===== src/rtl/dual_issue_ctrl_pkg.sv =====
// rtl/dual_issue_ctrl_pkg.sv - shared CPU constants: RV32 opcodes, issue-controller state and slot types
package dual_issue_ctrl_pkg;

    localparam logic [6:0] OP_R      = 7'b0110011;
    localparam logic [6:0] OP_IMM    = 7'b0010011;
    localparam logic [6:0] OP_LOAD   = 7'b0000011;
    localparam logic [6:0] OP_STORE  = 7'b0100011;
    localparam logic [6:0] OP_BRANCH = 7'b1100011;
    localparam logic [6:0] OP_JAL    = 7'b1101111;
    localparam logic [6:0] OP_JALR   = 7'b1100111;
    localparam logic [6:0] OP_LUI    = 7'b0110111;
    localparam logic [6:0] OP_AUIPC  = 7'b0010111;

    typedef enum logic {
        ST_PAIR  = 1'b0,
        ST_SPLIT = 1'b1
    } state_t;

    typedef struct packed {
        logic [31:0] instr;
        logic [31:0] pc;
    } slot_t;

endpackage


===== src/rtl/pair_hazard_check.sv =====
// rtl/pair_hazard_check.sv - flags decode pairs that cannot issue together in one cycle
module pair_hazard_check
    import dual_issue_ctrl_pkg::*;
(
    input  logic [31:0] InstrD1,
    input  logic [31:0] InstrD2,
    output logic        conflict
);

    logic [6:0] op1;
    logic [6:0] op2;
    logic [4:0] rd1;
    logic [4:0] rs1_2;
    logic [4:0] rs2_2;
    logic       d1_writes_rd;
    logic       d2_reads_rs1;
    logic       d2_reads_rs2;
    logic       raw_hazard;
    logic       mem_pair;
    logic       d1_ctrl;
    logic       unused_bits;

    assign op1   = InstrD1[6:0];
    assign op2   = InstrD2[6:0];
    assign rd1   = InstrD1[11:7];
    assign rs1_2 = InstrD2[19:15];
    assign rs2_2 = InstrD2[24:20];

    assign d1_writes_rd = (op1 == OP_R)   || (op1 == OP_IMM) || (op1 == OP_LOAD) ||
                          (op1 == OP_JAL) || (op1 == OP_JALR) || (op1 == OP_LUI) ||
                          (op1 == OP_AUIPC);
    assign d2_reads_rs1 = !((op2 == OP_LUI) || (op2 == OP_AUIPC) || (op2 == OP_JAL));
    assign d2_reads_rs2 = (op2 == OP_R) || (op2 == OP_STORE) || (op2 == OP_BRANCH);

    // x0 never carries a dependency, so a write to it cannot stall D2
    assign raw_hazard = d1_writes_rd && (rd1 != 5'd0) &&
                        ((d2_reads_rs1 && (rs1_2 == rd1)) ||
                         (d2_reads_rs2 && (rs2_2 == rd1)));

    assign mem_pair = ((op1 == OP_LOAD) || (op1 == OP_STORE)) &&
                      ((op2 == OP_LOAD) || (op2 == OP_STORE));

    assign d1_ctrl = (op1 == OP_BRANCH) || (op1 == OP_JAL) || (op1 == OP_JALR);

    assign conflict = raw_hazard || mem_pair || d1_ctrl;

    assign unused_bits = ^{InstrD1[31:12], InstrD2[31:25], InstrD2[14:12]};

endmodule


===== src/rtl/dual_issue_ctrl.sv =====
// rtl/dual_issue_ctrl.sv - dual-issue decode-to-execute controller with pair splitting
module dual_issue_ctrl
    import dual_issue_ctrl_pkg::*;
#(
    parameter int CNT_W = 16
) (
    input  logic             clk,
    input  logic             rst,
    input  logic             valid_d,
    input  logic [31:0]      InstrD1,
    input  logic [31:0]      InstrD2,
    input  logic [31:0]      PCD1,
    input  logic [31:0]      PCD2,
    input  logic             PCSrcE,
    input  logic             ex_ready,
    output logic             issue1_valid,
    output logic             issue2_valid,
    output logic [31:0]      issue1_instr,
    output logic [31:0]      issue2_instr,
    output logic [31:0]      issue1_pc,
    output logic [31:0]      issue2_pc,
    output logic             stall_f,
    output logic             flush_d,
    output logic [CNT_W-1:0] split_cnt
);

    state_t           state_q, state_d;
    slot_t            slot1_q, slot1_d;
    slot_t            slot2_q, slot2_d;
    slot_t            hold_q,  hold_d;
    logic             v1_q, v1_d;
    logic             v2_q, v2_d;
    logic [CNT_W-1:0] cnt_q, cnt_d;
    logic             conflict;

    pair_hazard_check u_hazard (
        .InstrD1  (InstrD1),
        .InstrD2  (InstrD2),
        .conflict (conflict)
    );

    always_ff @(posedge clk or negedge rst) begin
        if (!rst) begin
            state_q <= ST_PAIR;
            slot1_q <= '0;
            slot2_q <= '0;
            hold_q  <= '0;
            v1_q    <= 1'b0;
            v2_q    <= 1'b0;
            cnt_q   <= '0;
        end else begin
            state_q <= state_d;
            slot1_q <= slot1_d;
            slot2_q <= slot2_d;
            hold_q  <= hold_d;
            v1_q    <= v1_d;
            v2_q    <= v2_d;
            cnt_q   <= cnt_d;
        end
    end

    always_comb begin
        state_d = state_q;
        if (PCSrcE) begin
            state_d = ST_PAIR;
        end else if (ex_ready) begin
            case (state_q)
                ST_PAIR:  if (valid_d && conflict) state_d = ST_SPLIT;
                ST_SPLIT: state_d = ST_PAIR;
                default:  state_d = ST_PAIR;
            endcase
        end
    end

    // Redirect beats back-pressure, which beats normal issue
    always_comb begin
        slot1_d = slot1_q;
        slot2_d = slot2_q;
        hold_d  = hold_q;
        v1_d    = v1_q;
        v2_d    = v2_q;
        cnt_d   = cnt_q;
        stall_f = 1'b0;
        if (PCSrcE) begin
            v1_d   = 1'b0;
            v2_d   = 1'b0;
            hold_d = '0;
        end else if (!ex_ready) begin
            stall_f = 1'b1;
        end else if (state_q == ST_SPLIT) begin
            v1_d    = 1'b0;
            v2_d    = 1'b1;
            slot2_d = hold_q;
            hold_d  = '0;
        end else if (valid_d) begin
            v1_d    = 1'b1;
            slot1_d = '{instr: InstrD1, pc: PCD1};
            if (conflict) begin
                stall_f = 1'b1;
                v2_d    = 1'b0;
                hold_d  = '{instr: InstrD2, pc: PCD2};
                if (cnt_q != {CNT_W{1'b1}}) cnt_d = cnt_q + {{(CNT_W-1){1'b0}}, 1'b1};
            end else begin
                v2_d    = 1'b1;
                slot2_d = '{instr: InstrD2, pc: PCD2};
            end
        end else begin
            v1_d = 1'b0;
            v2_d = 1'b0;
        end
    end

    assign flush_d      = PCSrcE;
    assign issue1_valid = v1_q;
    assign issue2_valid = v2_q;
    assign issue1_instr = slot1_q.instr;
    assign issue1_pc    = slot1_q.pc;
    assign issue2_instr = slot2_q.instr;
    assign issue2_pc    = slot2_q.pc;
    assign split_cnt    = cnt_q;

endmodule


===== config.mk =====
export PLATFORM = sky130hd
export DESIGN_NAME = dual_issue_ctrl
export DESIGN_NICKNAME = d
export VERILOG_FILES = /design/src/rtl/dual_issue_ctrl_pkg.sv /design/src/rtl/pair_hazard_check.sv /design/src/rtl/dual_issue_ctrl.sv
export SDC_FILE = /design/constraint.sdc
export NUM_CORES = 1
export LEC_CHECK = 0
export CORE_MARGIN = 3
export CORE_UTILIZATION = 49
export CTS_CLUSTER_DIAMETER = 150
export DETAILED_ROUTE_END_ITERATION = 8
export HOLD_SLACK_MARGIN = 0.06
export PLACE_DENSITY = 0.81
export REMOVE_ABC_BUFFERS = 1
export SYNTH_ARGS = -nofsm -noshare
export SYNTH_HDL_FRONTEND = slang
export SYNTH_SLANG_ARGS = --single-unit

===== constraint.sdc =====
create_clock -name clk -period 2.82 [get_ports clk]
set_clock_uncertainty 0.05 [all_clocks]
set_input_delay 0.423 -clock clk [delete_from_list [all_inputs] [get_ports clk]]
set_output_delay 0.423 -clock clk [all_outputs]
set_load 0.005 [all_outputs]

==> run_results.csv <==
group,metric,value,unit
placement,dpl_cell_area,13700,um2
grt,grt_pass1_vias,9454,
die,rows,52,
logic_synthesis,synth_area,10300,um2
logic_synthesis,async_flop_share,100,%
logic_synthesis,synth.avg_cell_area,9.37,um2
grt,busiest_layer,"met2",
cts,clockBufferDepth,3,
cells_and_area,final_common_cell,"clkdlybuf4s50_1",
min_path,hold_path_class,"input pin to flip-flop",
run,max-cap-violations,0,
drt,firstDrtPassIters,5,
logic_synthesis,seq_area_frac_synth,51.4,%
setup_path,crit_required,3.21,ns
setup_path,reg2reg_from,"split_cnt[7]",
timing,post-route-min-period,2.74,ns
die,ios,281,
setup_path,crit_path_max_fanout,64,
grt,grt-ovfl-total,0,
logic_synthesis,synth_edf_count,0,
cts,clk_pin_slew,0.06,ns
cells_and_area,nets,1507,
timing,finalCritPeriodShare,97.1,%
cts,cts_buffers,24,
logic_synthesis,ys.warnings.count,0,
setup_path,slowest_delay,0.57,ns
die,die_w,151,um
grt,use_met2,44.5,%
drt,ant_nets,0,
cts,clock_tree.root_cell,"clkbuf_16",
cells_and_area,instances_no_fill,1662,
timing,fmax,0.365,GHz
power_and_ir_drop,power_density,571,nW/um2
run_status,outcome,"finished clean",
cts,cts_tree,"done",
timing,final-setup-viol-count,0,
logic_synthesis,synth-seq-cells,211,
die,design.core.area,20400,um2
cells_and_area,nFillCells,1525,
grt,grt_use_met3,7.78,%
die,die_area,22800,um2
placement,port_buffers,280,
setup_path,critPathCaptureType,"flip-flop",
grt,grt_pass1_wl,50500,um
logic_synthesis,synth-main-ff-cell,"dfrtp_1",
setup_path,crit_type,"input pin to flip-flop",
drt,drt_iter0_markers,603,
setup_path,cp_num_buf_inv,4,
setup_path,arrival,3.13,ns
power_and_ir_drop,vdd_drop_max,0.457,mV
logic_synthesis,synth.distinct_cells,47,
placement,place_congestion,0.856,
logic_synthesis,netlist_instances,1097,
setup_path,path_common_cell,"buf_4",
cells_and_area,multiInputGateArea,4610,um2
drt,routedWlPerCell,19.3,um
setup_path,cp_top_family,"buffers and inverters",
placement,dp_slack,-0.374,ns
placement,placed_cells,1613,
cells_and_area,mostFrequentLayoutCells,"clkdlybuf4s50_1, dfrtp_1, nand2_1",
drt,drc,0,
cts,cts.sinks,211,
cts,cts_max_level,1,
timing,relSlewSlack,51.2,%
cells_and_area,final_cell_area,14600,um2
grt,grtUsageMet1,36.5,%
cells_and_area,seq_area,5280,um2
setup_path,worstSetupStartpointType,"input pin",
power_and_ir_drop,p_total,8.31,mW
timing,setup_ws,0.0806,ns
die,start_util,50.3,%
cells_and_area,drive_gt1_share,9.92,%
drt,vias_per_cell,5.69,
drt,vias,9465,
timing,hold_violations,0,
grt,antenna_found_initial,1,
setup_path,cp_slowest_cell,"or4_4",
grt,grt_usage,27.5,%
cells_and_area,area_delta_synth_final,41.6,%
placement,dpl.hpwl,20900,um
min_path,hp-start,"InstrD2[5]",
setup_path,critical_path.startpoint,"InstrD1[10]",
cts,worstSkewPairLatency,0.51,ns
setup_path,crit_path_cell_trace,"clkdlybuf4s50_1 -> or4_4 -> o221ai_4 -> a21oi_4 -> buf_4 -> buf_4 -> o41ai_4 -> buf_12 -> a22o_1",
timing,worst_slew_pin_slew,0.732,ns
drt,routed_wl,32100,um
timing,final.setup.tns,0,ns
die,die_y,151,um
power_and_ir_drop,p_leak,6.52,nW
timing,finalMaxSlewViolations,0,
grt,grt_max_degree,184,
[path summary, 6_finish.rpt]
path                       depth (start not counted)            end  slack, ns
min in group asynchronous                          2  issue2_pc[20]       0.43
setup reg to reg                                   7   split_cnt[6]       0.54
max in group asynchronous                          3        state_q       1.51
hold reg to reg                                    2   issue1_pc[8]       0.42
setup / recovery                                   9     hold_q[28]       0.08
hold / removal                                     3     hold_q[37]       0.27
[layer usage]
| metal | routed length (um) | up-vias |
|---|---|---|
| met5 | 0 | - |
| met3 | 3200 | 51 |
| met1 | 12800 | 4618 |
| met2 | 15300 | 397 |
| met4 | 804 | 0 |
| li1 | - | 4399 |
[through the flow]
step                hold WS [ns]  util, %
finish                     0.270     71.3
global route               0.270     71.3
CTS                        0.345     71.0
detailed placement         0.400     66.9
global placement           0.395     66.9
floorplan                 0.0774        -
[worst register-to-register path, cell delays in order (launching register included)]
cell and delay [ns]:
dfrtp_1 0.45, and4_1 0.24, and4_1 0.22, and2_1 0.18, and3_1 0.32, buf_4 0.23
nor4b_1 0.35, xor2_1 0.17
[registers in the layout, indices dropped and copies added, names as in the netlist]
signal and cells:
hold_q 64, issue1_instr 32, issue1_pc 32, issue1_valid 1
issue2_instr 32, issue2_pc 32, issue2_valid 1, split_cnt 16
state_q 1
[area by class of cell]
| type | count | share of cell area (%) |
|---|---|---|
| clock buffers | 33 | 4.99 |
| well taps | 270 | 2.32 |
| inverters | 2 | 0.0516 |
| clock inverters | 11 | 0.653 |
| flip-flops and latches | 211 | 36.3 |
| diodes | 1 | 0.0172 |
| multi-input cells | 783 | 31.7 |
| repair buffers | 351 | 24.0 |
[report_power, final]
group,switching (mW),total [mW],internal [mW]
logic,0.673,1.62,0.951
clock network,1.27,3.16,1.89
registers,0.208,3.52,3.31
[cells in the mapped netlist (all sizes together), types with 19 or more instances]
library cell    n  area, um2
nand3         103        515
dfrtp         211       5280
a22o           64        561
xor2           20        175
nand2         204        766
nor3b          67        503
nor2b          52        325
a21oi          54        285
buf            31        178
o21ai          51        255
nand4          19        131
and3           51        319
nor2           20       82.6
clkbuf         70        263
[kinds of logic (layout without fill, tap and decap cells)]
logic type	after synthesis	count (layout)	synth area share (%)
xor gates and xnor gates	24	24	2.04
AOI/OAI and AO/OA	208	208	13.9
and+or+nand+nor	548	548	28.0
DFF	211	211	51.4
other	0	1	0
buffers and inverters	103	397	4.36
muxes	2	2	0.219
adders and majority gates	1	1	0.122
[repair_timing]
action,in CTS,in global routing
setup buffers,1,2
hold buffers,1,0
gates resized for setup,3,10
endpoints found under the setup margin,1,1
pin swaps,4,4
hold endpoints to repair,73,0
Power figures use the tool's default switching activity.
